## src/rtl/seq_shift_add_multiplier_if.sv

```systemverilog
// Start/done handshake bundle for the sequential shift-and-add multiplier.
// The requester takes the master side and the multiplier takes the slave side.
interface seq_shift_add_multiplier_if #(
    parameter int WIDTH = 4
);
    logic                 start;
    logic [WIDTH-1:0]     a;
    logic [WIDTH-1:0]     b;
    logic                 busy;
    logic                 done;
    logic [2*WIDTH-1:0]   product;

    modport master (
        output start, a, b,
        input  busy, done, product
    );

    modport slave (
        input  start, a, b,
        output busy, done, product
    );
endinterface

```

## src/rtl/seq_shift_add_multiplier.sv

```systemverilog
// Unsigned shift-and-add multiplier. One WIDTH-bit ripple-carry adder is reused
// for WIDTH cycles to build a 2*WIDTH-bit product behind a start/done handshake.

module full_adder (
    input  logic a_i,
    input  logic b_i,
    input  logic c_i,
    output logic s_o,
    output logic c_o
);
    assign s_o = a_i ^ b_i ^ c_i;
    assign c_o = (a_i & b_i) | (c_i & (a_i ^ b_i));
endmodule

module seq_shift_add_multiplier #(
    parameter int WIDTH = 4
) (
    input  logic                       clk,
    input  logic                       rst,
    seq_shift_add_multiplier_if.slave  bus
);
    localparam int CW = $clog2(WIDTH + 1);

    typedef enum logic [1:0] {
        IDLE = 2'd0,
        RUN  = 2'd1,
        DONE = 2'd2
    } state_t;

    state_t               state_q;
    logic [WIDTH-1:0]     mcand_q;
    logic [2*WIDTH-1:0]   acc_q;
    logic [CW-1:0]        cnt_q;
    logic [2*WIDTH-1:0]   product_q;
    logic                 busy_q;
    logic                 done_q;

    logic [WIDTH-1:0]     hi;
    logic [WIDTH-1:0]     lo;
    logic [WIDTH-1:0]     addend;
    logic [WIDTH-1:0]     sum;
    logic [WIDTH:0]       carry;
    logic [2*WIDTH-1:0]   acc_d;

    assign hi     = acc_q[2*WIDTH-1:WIDTH];
    assign lo     = acc_q[WIDTH-1:0];
    assign addend = lo[0] ? mcand_q : '0;

    assign carry[0] = 1'b0;

    for (genvar i = 0; i < WIDTH; i++) begin : g_adder
        full_adder u_fa (
            .a_i (hi[i]),
            .b_i (addend[i]),
            .c_i (carry[i]),
            .s_o (sum[i]),
            .c_o (carry[i+1])
        );
    end

    // The final carry becomes the top bit of hi once the partial sum shifts right.
    assign acc_d = {carry[WIDTH], sum, lo[WIDTH-1:1]};

    // NOTE: non-blocking assignments here so every register samples pre-edge values.
    always_ff @(posedge clk) begin
        if (rst) begin
            state_q   <= IDLE;
            mcand_q   <= '0;
            acc_q     <= '0;
            cnt_q     <= '0;
            product_q <= '0;
            busy_q    <= 1'b0;
            done_q    <= 1'b0;
        end else begin
            case (state_q)
                IDLE: begin
                    if (bus.start) begin
                        mcand_q <= bus.a;
                        acc_q   <= {{WIDTH{1'b0}}, bus.b};
                        cnt_q   <= '0;
                        state_q <= RUN;
                        busy_q  <= 1'b1;
                    end
                end
                RUN: begin
                    acc_q <= acc_d;
                    cnt_q <= cnt_q + CW'(1);
                    if (cnt_q == CW'(WIDTH - 1)) begin
                        product_q <= acc_d;
                        state_q   <= DONE;
                        busy_q    <= 1'b0;
                        done_q    <= 1'b1;
                    end
                end
                DONE: begin
                    state_q <= IDLE;
                    done_q  <= 1'b0;
                end
                default: begin
                    state_q <= IDLE;
                    busy_q  <= 1'b0;
                    done_q  <= 1'b0;
                end
            endcase
        end
    end

    assign bus.busy    = busy_q;
    assign bus.done    = done_q;
    assign bus.product = product_q;
endmodule
```

## src/flat_wrapper.sv

```systemverilog
// flat-port wrapper written by rule: the top's interface ports become plain ports
module seq_shift_add_multiplier_flat 
#(
    parameter int WIDTH = 4
)
  (clk, rst, bus_start, bus_a, bus_b, bus_busy, bus_done, bus_product);
  seq_shift_add_multiplier_if #(.WIDTH(WIDTH)) bus_i ();
  input  logic clk;
  input  logic rst;
  input wire logic [$bits(bus_i.start)-1:0] bus_start;
  input wire logic [$bits(bus_i.a)-1:0] bus_a;
  input wire logic [$bits(bus_i.b)-1:0] bus_b;
  output wire logic [$bits(bus_i.busy)-1:0] bus_busy;
  output wire logic [$bits(bus_i.done)-1:0] bus_done;
  output wire logic [$bits(bus_i.product)-1:0] bus_product;
  assign bus_i.start = bus_start;
  assign bus_i.a = bus_a;
  assign bus_i.b = bus_b;
  assign bus_busy = bus_i.busy;
  assign bus_done = bus_i.done;
  assign bus_product = bus_i.product;
  seq_shift_add_multiplier #(.WIDTH(WIDTH)) u_core (.clk(clk), .rst(rst), .bus(bus_i));
endmodule
```

## config.mk

```make
export PLATFORM = sky130hd
export DESIGN_NAME = seq_shift_add_multiplier_flat
export DESIGN_NICKNAME = d
export VERILOG_FILES = /design/src/rtl/seq_shift_add_multiplier_if.sv /design/src/rtl/seq_shift_add_multiplier.sv /design/src/flat_wrapper.sv
export SDC_FILE = /design/constraint.sdc
export NUM_CORES = 1
export LEC_CHECK = 0
export ABC_CLOCK_PERIOD_IN_PS = 2770
export BUFFER_PORTS_ARGS = -buffer_cell sky130_fd_sc_hd__buf_4
export CAP_MARGIN = 20
export CELL_PAD_IN_SITES_DETAIL_PLACEMENT = 0
export CELL_PAD_IN_SITES_GLOBAL_PLACEMENT = 2
export CORE_MARGIN = 5
export CORE_UTILIZATION = 33
export DETAILED_ROUTE_END_ITERATION = 10
export PLACE_DENSITY_LB_ADDON = 0.3
export RECOVER_POWER = 25
export SKIP_LAST_GASP = 1
export SYNTH_ARGS = -nofsm -noshare
export SYNTH_HDL_FRONTEND = slang
export SYNTH_SLANG_ARGS = --single-unit
export TNS_END_PERCENT = 30
```

## constraint.sdc

```tcl
create_clock -name clk -period 2.77 [get_ports clk]
set_input_delay 0.4155 -clock clk [delete_from_list [all_inputs] [get_ports clk]]
set_output_delay 0.4155 -clock clk [all_outputs]
set_load 0.03 [all_outputs]
```

* Yosys cells after proc, flatten, opt, wreduce, memory -nomap -nowiden
Index checks and enable logic that the tools add are counted.
Widths: inputs -> output; s select.
** Storage, ports and cells
- Bits of input ports :: 11
- Word-level logic and storage cells :: 53
- Output and inout port bits :: 10
- Register bits after elaboration :: 27
** Cells by class
- Muxes and demuxes :: 13
- Add/sub/neg operators :: 1
- Bitwise operators :: 19
- Reductions and logical operators :: 8
- Equality and inequality tests :: 5
** Operators by type and width (number)
- $pmux 8 s2 :: 1
- $reduce_and 2->1 :: 5
- $mux 8 :: 1
- $and 1x1->1 :: 7
- $xor 1x1->1 :: 7
- $pmux 3 s2 :: 1
- $mux 2 :: 2
- $mux 4 :: 1
- $pmux 2 s2 :: 1
- $add 3x1->3 const B :: 1
- $eq 3x2->1 const B :: 1
- $mux 1 :: 3
- $mux 3 :: 1
- $or 1x1->1 :: 3
- $pmux 1 s3 :: 1
- $reduce_and 3->1 :: 1
- $eq 2x1->1 const B :: 1
- $eq 2x2->1 const B :: 1
- $logic_not 2->1 :: 1
- $ne 2x1->1 const B :: 1
- $ne 2x2->1 const B :: 1
- $not 1->1 :: 2
- $pmux 1 s2 :: 1
- $reduce_bool 2->1 :: 1

* Depth between registers and ports, before layout
- Depth in word-level cells :: 9
- Gate-level depth with buffers :: 8
- Depth with buffers taken out :: 8

* Cells and area by module
From an unflattened synthesis, not the netlist that was laid out.
** Unflattened totals
- Cell total of the unflattened synthesis :: 127
- Area, all modules :: 1216.2 µm²
** By module, submodules not included
- seq_shift_add_multiplier :: times used 1, seq. area each 540.5 µm², cells an instance 123, area each 1136.1 µm²
- full_adder :: times used 4, seq. area each 0.0 µm², cells an instance 1, area each 20.0 µm²

* Worst setup path after synthesis
No wires, ideal clock.
- Path kind :: register -> register
- From :: register u_core.acc_q[0]
- To :: register u_core.acc_q[6]
- Setup time :: 128 ps
- Required time :: 2642 ps
- Path buffers :: 0
- Data arrival time :: 2104 ps
- Cell stages (with the launch flop) :: 9
- Path slack :: 538 ps
- Clock period less this slack :: 2232 ps
- Path through :: dfxtp_1 > and2_1 > ha_1 > inv_1 > fa_1 > fa_1 > fa_1 > a2bb2oi_1 > nor2_1
** On the way
- Word-level cells in the longest chain between the ends :: 8
- Elaborated cells between the ends (all ways) :: 13
- Classes of those cells :: 2 x mux; 11 x bitwise
** RTL lines
- start: declaration :: RTL line seq_shift_add_multiplier.sv:32 : logic [2*WIDTH-1:0] acc_q;
- start signal: assignment :: RTL line seq_shift_add_multiplier.sv:79 : acc_q <= {{WIDTH{1'b0}}, bus.b};
- $mux 4 (*) :: RTL line seq_shift_add_multiplier.sv:47 : assign addend = lo[0] ? mcand_q : '0;
- $and 1x1->1 or $xor 1x1->1 (tied branches) :: RTL line seq_shift_add_multiplier.sv:12 : assign c_o = (a_i & b_i) | (c_i & (a_i ^ b_i));
- $and 1x1->1 :: RTL line seq_shift_add_multiplier.sv:12
- $or 1x1->1 :: RTL line seq_shift_add_multiplier.sv:12
- $and 1x1->1 :: RTL line seq_shift_add_multiplier.sv:12
- $or 1x1->1 :: RTL line seq_shift_add_multiplier.sv:12
- $xor 1x1->1 (*) :: RTL line seq_shift_add_multiplier.sv:11 : assign s_o = a_i ^ b_i ^ c_i;
- $pmux 8 s2 (*) :: RTL line seq_shift_add_multiplier.sv:75 : case (state_q)
Mark *: on every way between the ends. The rest lies on a longest branch, timed or not.
A chain may end at the register's enable or synchronous reset.

* Worst setup path after layout
Ends and elaborated chain as after synthesis.

==> impl_metrics.sql <==
INSERT INTO impl_metrics (metric_group, metric, value, unit) VALUES
('synth', 'post_synth_simple_gate_area', '19.0', '%'),
('cells_and_area', 'layout_commonest_cell', 'sky130_fd_sc_hd__dfxtp_1', ''),
('clock_tree', 'clockRootBuffer', 'sky130_fd_sc_hd__clkbuf_8', ''),
('die', 'area_of_the_core', '0.00361', 'sq mm'),
('route', 'viasPerCell', '4.64', ''),
('power_and_ir_drop', 'power_per_cell_area', '511', 'mW/mm^2'),
('clock_tree', 'worstSkewPairLatency', '0.26', 'ns'),
('timing', 'min_period_over_period', '84.6', '%'),
('timing', 'max-slew-margin-rel', '51.6', '%'),
('route', 'met3WireLength', '87', 'microns'),
('power_and_ir_drop', 'share_comb_of_total_power', '9.5', '%'),
('synth', 'syn_avg_cell_area', '9.73', 'sq um'),
('synth', 'post_synthesis_compound_gate_area_fraction', '14.9', '%'),
('clock_tree', 'clock-sinks', '27', ''),
('synth', 'syn_nets', '141', ''),
('clock_tree', 'clk_pin_slew_worst_paths', '0.09', 'ns'),
('timing', 'timing_max_transition_violations_final', '0', ''),
('timing', 'timing_hold_violations_final', '0', ''),
('setup_path', 'crit_slowest_cell', 'sky130_fd_sc_hd__fa_1', ''),
('die', 'die_y', '70.5', 'microns'),
('setup_path', 'worst_path_cell_trace', 'and2_1, ha_1, inv_1, fa_1, fa_1, fa_1, a2bb2oi_1, nor2_1', ''),
('power_and_ir_drop', 'switching_part_of_the_total_power', '23.1', '%'),
('synth', 'yosys_register_bits', '27', ''),
('clock_tree', 'hold_buffers', '0', ''),
('global_route', 'grt_pass1_vias', '892', ''),
('clock_tree', 'cts_post_setup_buffers_inserted', '0', ''),
('job', 'cap_viol_max_count', '0', ''),
('timing', 'setup_total_negative_slack', '0', 'ns'),
('power_and_ir_drop', 'clock_power_share', '31.1', '%'),
('timing', 'layout_min_cycle_time', '2.34', 'ns'),
('synth', 'adder_cell_share_of_the_synthesized_area', '8.09', '%'),
('setup_path', 'crit_path_end_kind', 'flop', ''),
('global_route', 'grt_antenna_before_repair', '0', ''),
('global_route', 'global_route.overflow_total', '0', ''),
('timing', 'clock.fmax', '427', 'MHz'),
('placement', 'dpl_worst_slack', '0.439', 'ns'),
('clock_tree', 'cts_htree_levels', '1', ''),
('power_and_ir_drop', 'cell_internal_pwr', '535', 'uW'),
('cells_and_area', 'flow.area_growth_from_synthesis', '12.9', '%'),
('die', 'initial_utilization', '33.4', '%'),
('timing', 'min_setup_slack_post_route', '0.426', 'ns'),
('global_route', 'grt_start_max_net_pins', '28', ''),
('power_and_ir_drop', 'ir_worst_vdd', '0.356', 'mV'),
('route', 'route.final.wire_length', '2.32', 'mm'),
('power_and_ir_drop', 'seqPwrFrac', '59.3', '%'),
('synth', 'synth_xor_area_share', '0', '%'),
('setup_path', 'startpoint_type', 'flop', ''),
('cells_and_area', 'fraction_of_layout_instances_using_a_drive_strength_above_1', '17.3', '%'),
('die', 'fp.dieW', '70.5', 'microns'),
('route', 'detail_route.wl_per_cell', '12.4', 'microns'),
('die', 'floorplan.rows', '22', ''),
('run_status', 'run_status', 'finished clean', ''),
('timing', 'rsz_0062_raised_after_global_routing', 'no', ''),
('route', 'tritonroute_pass_1_iters', '4', ''),
('setup_path', 'worstSetupPathType', 'reg2reg', ''),
('clock_tree', 'post_cts_resize_count', '0', ''),
('synth', 'ys_seq_area_share', '44.8', '%'),
('cells_and_area', 'num-nets-final', '157', ''),
('synth', 'synthesis.yosys.warnings', '0', ''),
('placement', 'gp_routability_congestion', '0.663', ''),
('timing', 'clock_skew', '0.00368', 'ns'),
('clock_tree', 'cts_tree', 'yes', ''),
('cells_and_area', 'fillCellCount', '394', ''),
('placement', 'detailed_placement_wirelength_estimate', '1.67', 'mm'),
('timing', 'setup_viol_count_final', '0', ''),
('route', 'drt.antenna.violating_nets', '0', ''),
('setup_path', 'critPathMaxStageDelay', '0.53', 'ns'),
('synth', 'post_syn_instances', '124', ''),
('cells_and_area', 'commonest_non_fill_non_tap_cells_in_the_layout', '27 x sky130_fd_sc_hd__dfxtp_1, 20 x sky130_fd_sc_hd__nor2_1, 12 x sky130_fd_sc_hd__buf_4', ''),
('die', 'ioPinCount', '21', ''),
('hold_path', 'hold_path_class', 'in2reg', '');
area by class of cell:
cell class	instances	area [sq um]	share of cell area, %
Sequential cell	27	541	39.7
Multi-Input combinational cell	83	577	42.4
Clock buffer	4	45.0	3.31
Timing Repair Buffer	20	120	8.82
Tap cell	48	60.1	4.41
Inverter	5	18.8	1.38
flip-flops by register name (all words and copies together) (netlist names):
name and cells:
u_core.acc_q 8, u_core.bus.product 8, u_core.mcand_q 4, u_core.cnt_q 3, u_core.state_q 2, u_core.bus.busy 1
u_core.bus.done 1
power groups by stage:
stage          combinational (uW)  sequential, uW  clock [uW]
2_1_floorplan                46.5             421           0
3_3_place_gp                 68.0             422           0
3_5_place_dp                 69.4             422           0
4_1_cts                      69.8             413         229
5_1_grt                      75.2             416         241
6_report                     66.3             413         216
worst paths after layout:
check	depth (start not counted)	slack [ns]	end	from
worst max-delay path	8	0.43	u_core.acc_q[6]	u_core.acc_q[0]
worst max register to register	8	0.43	u_core.acc_q[6]	u_core.acc_q[0]
worst min register to register	2	0.46	u_core.mcand_q[0]	u_core.mcand_q[0]
worst min-delay path	3	0.39	u_core.mcand_q[1]	bus_a[1]
routing by layer:
layer	vias up	GRT usage [%]
met1	407	12.2
met5	-	0
met2	10	17.9
met4	0	3.19
met3	2	3.74
li1	448	-
critical path, delay by kind of cell (launching register included):
kind                       cells  cell delay, ns
buffers and inverters          1            0.05
DFF                            1            0.39
AOI/OAI and AO/OA              1            0.17
and+or+nand+nor                2            0.20
adders and majority gates      4            1.44
synth_stat cells:
| cell type | count | area (sq um) |
|---|---|---|
| sky130_fd_sc_hd__clkbuf_1 | 4 | 15.0 |
| sky130_fd_sc_hd__dfxtp_1 | 27 | 541 |
| sky130_fd_sc_hd__nand2_1 | 11 | 41.3 |
| sky130_fd_sc_hd__fa_1 | 3 | 60.1 |
| sky130_fd_sc_hd__and2b_1 | 1 | 7.51 |
| sky130_fd_sc_hd__nand2b_1 | 4 | 25.0 |
| sky130_fd_sc_hd__a2bb2oi_1 | 5 | 43.8 |
| sky130_fd_sc_hd__o21ba_2 | 1 | 10.0 |
| sky130_fd_sc_hd__buf_12 | 1 | 20.0 |
| sky130_fd_sc_hd__a21o_1 | 1 | 7.51 |
| sky130_fd_sc_hd__and2_1 | 1 | 6.26 |
| sky130_fd_sc_hd__mux2i_1 | 7 | 70.1 |
| sky130_fd_sc_hd__a211oi_1 | 2 | 15.0 |
| sky130_fd_sc_hd__buf_2 | 1 | 5.00 |
| sky130_fd_sc_hd__nor4_1 | 2 | 12.5 |
| sky130_fd_sc_hd__a22oi_1 | 1 | 7.51 |
| sky130_fd_sc_hd__nor3_1 | 1 | 5.00 |
| sky130_fd_sc_hd__ha_1 | 3 | 37.5 |
| sky130_fd_sc_hd__and3b_1 | 1 | 8.76 |
| sky130_fd_sc_hd__inv_1 | 5 | 18.8 |
| sky130_fd_sc_hd__nor2b_1 | 1 | 6.26 |
| sky130_fd_sc_hd__nor3b_1 | 1 | 7.51 |
| sky130_fd_sc_hd__buf_4 | 1 | 7.51 |
| sky130_fd_sc_hd__o21bai_1 | 1 | 7.51 |
| sky130_fd_sc_hd__nor2_1 | 20 | 75.1 |
| sky130_fd_sc_hd__nor2_2 | 4 | 25.0 |
| sky130_fd_sc_hd__a21oi_1 | 6 | 30.0 |
| sky130_fd_sc_hd__or3b_1 | 1 | 8.76 |
| sky130_fd_sc_hd__a211oi_2 | 4 | 50.1 |
| sky130_fd_sc_hd__buf_6 | 2 | 22.5 |
| sky130_fd_sc_hd__a2111oi_0 | 1 | 8.76 |
through the flow:
stage          power (uW)  utilization [%]  std cells  hold WS (ns)  cell area, sq um
3_5_place_dp          492             37.3        183         0.446              1350
5_1_grt               732             37.8        187         0.391              1360
6_report              695             37.8        187         0.392              1360
3_3_place_gp          490             37.3        183         0.447              1350
4_1_cts               712             38.6        187         0.386              1390
2_1_floorplan         467                -        124         0.432              1210
logic make-up after synthesis:
family / Yosys count
AND/OR/NAND/NOR: 48
flip-flops: 27
AO/OA/AOI/OAI: 22
buffers and inverters: 14
multiplexers: 7
adder cells (fa/ha/maj): 6
Note: power is estimated with default switching activity, not from simulation.
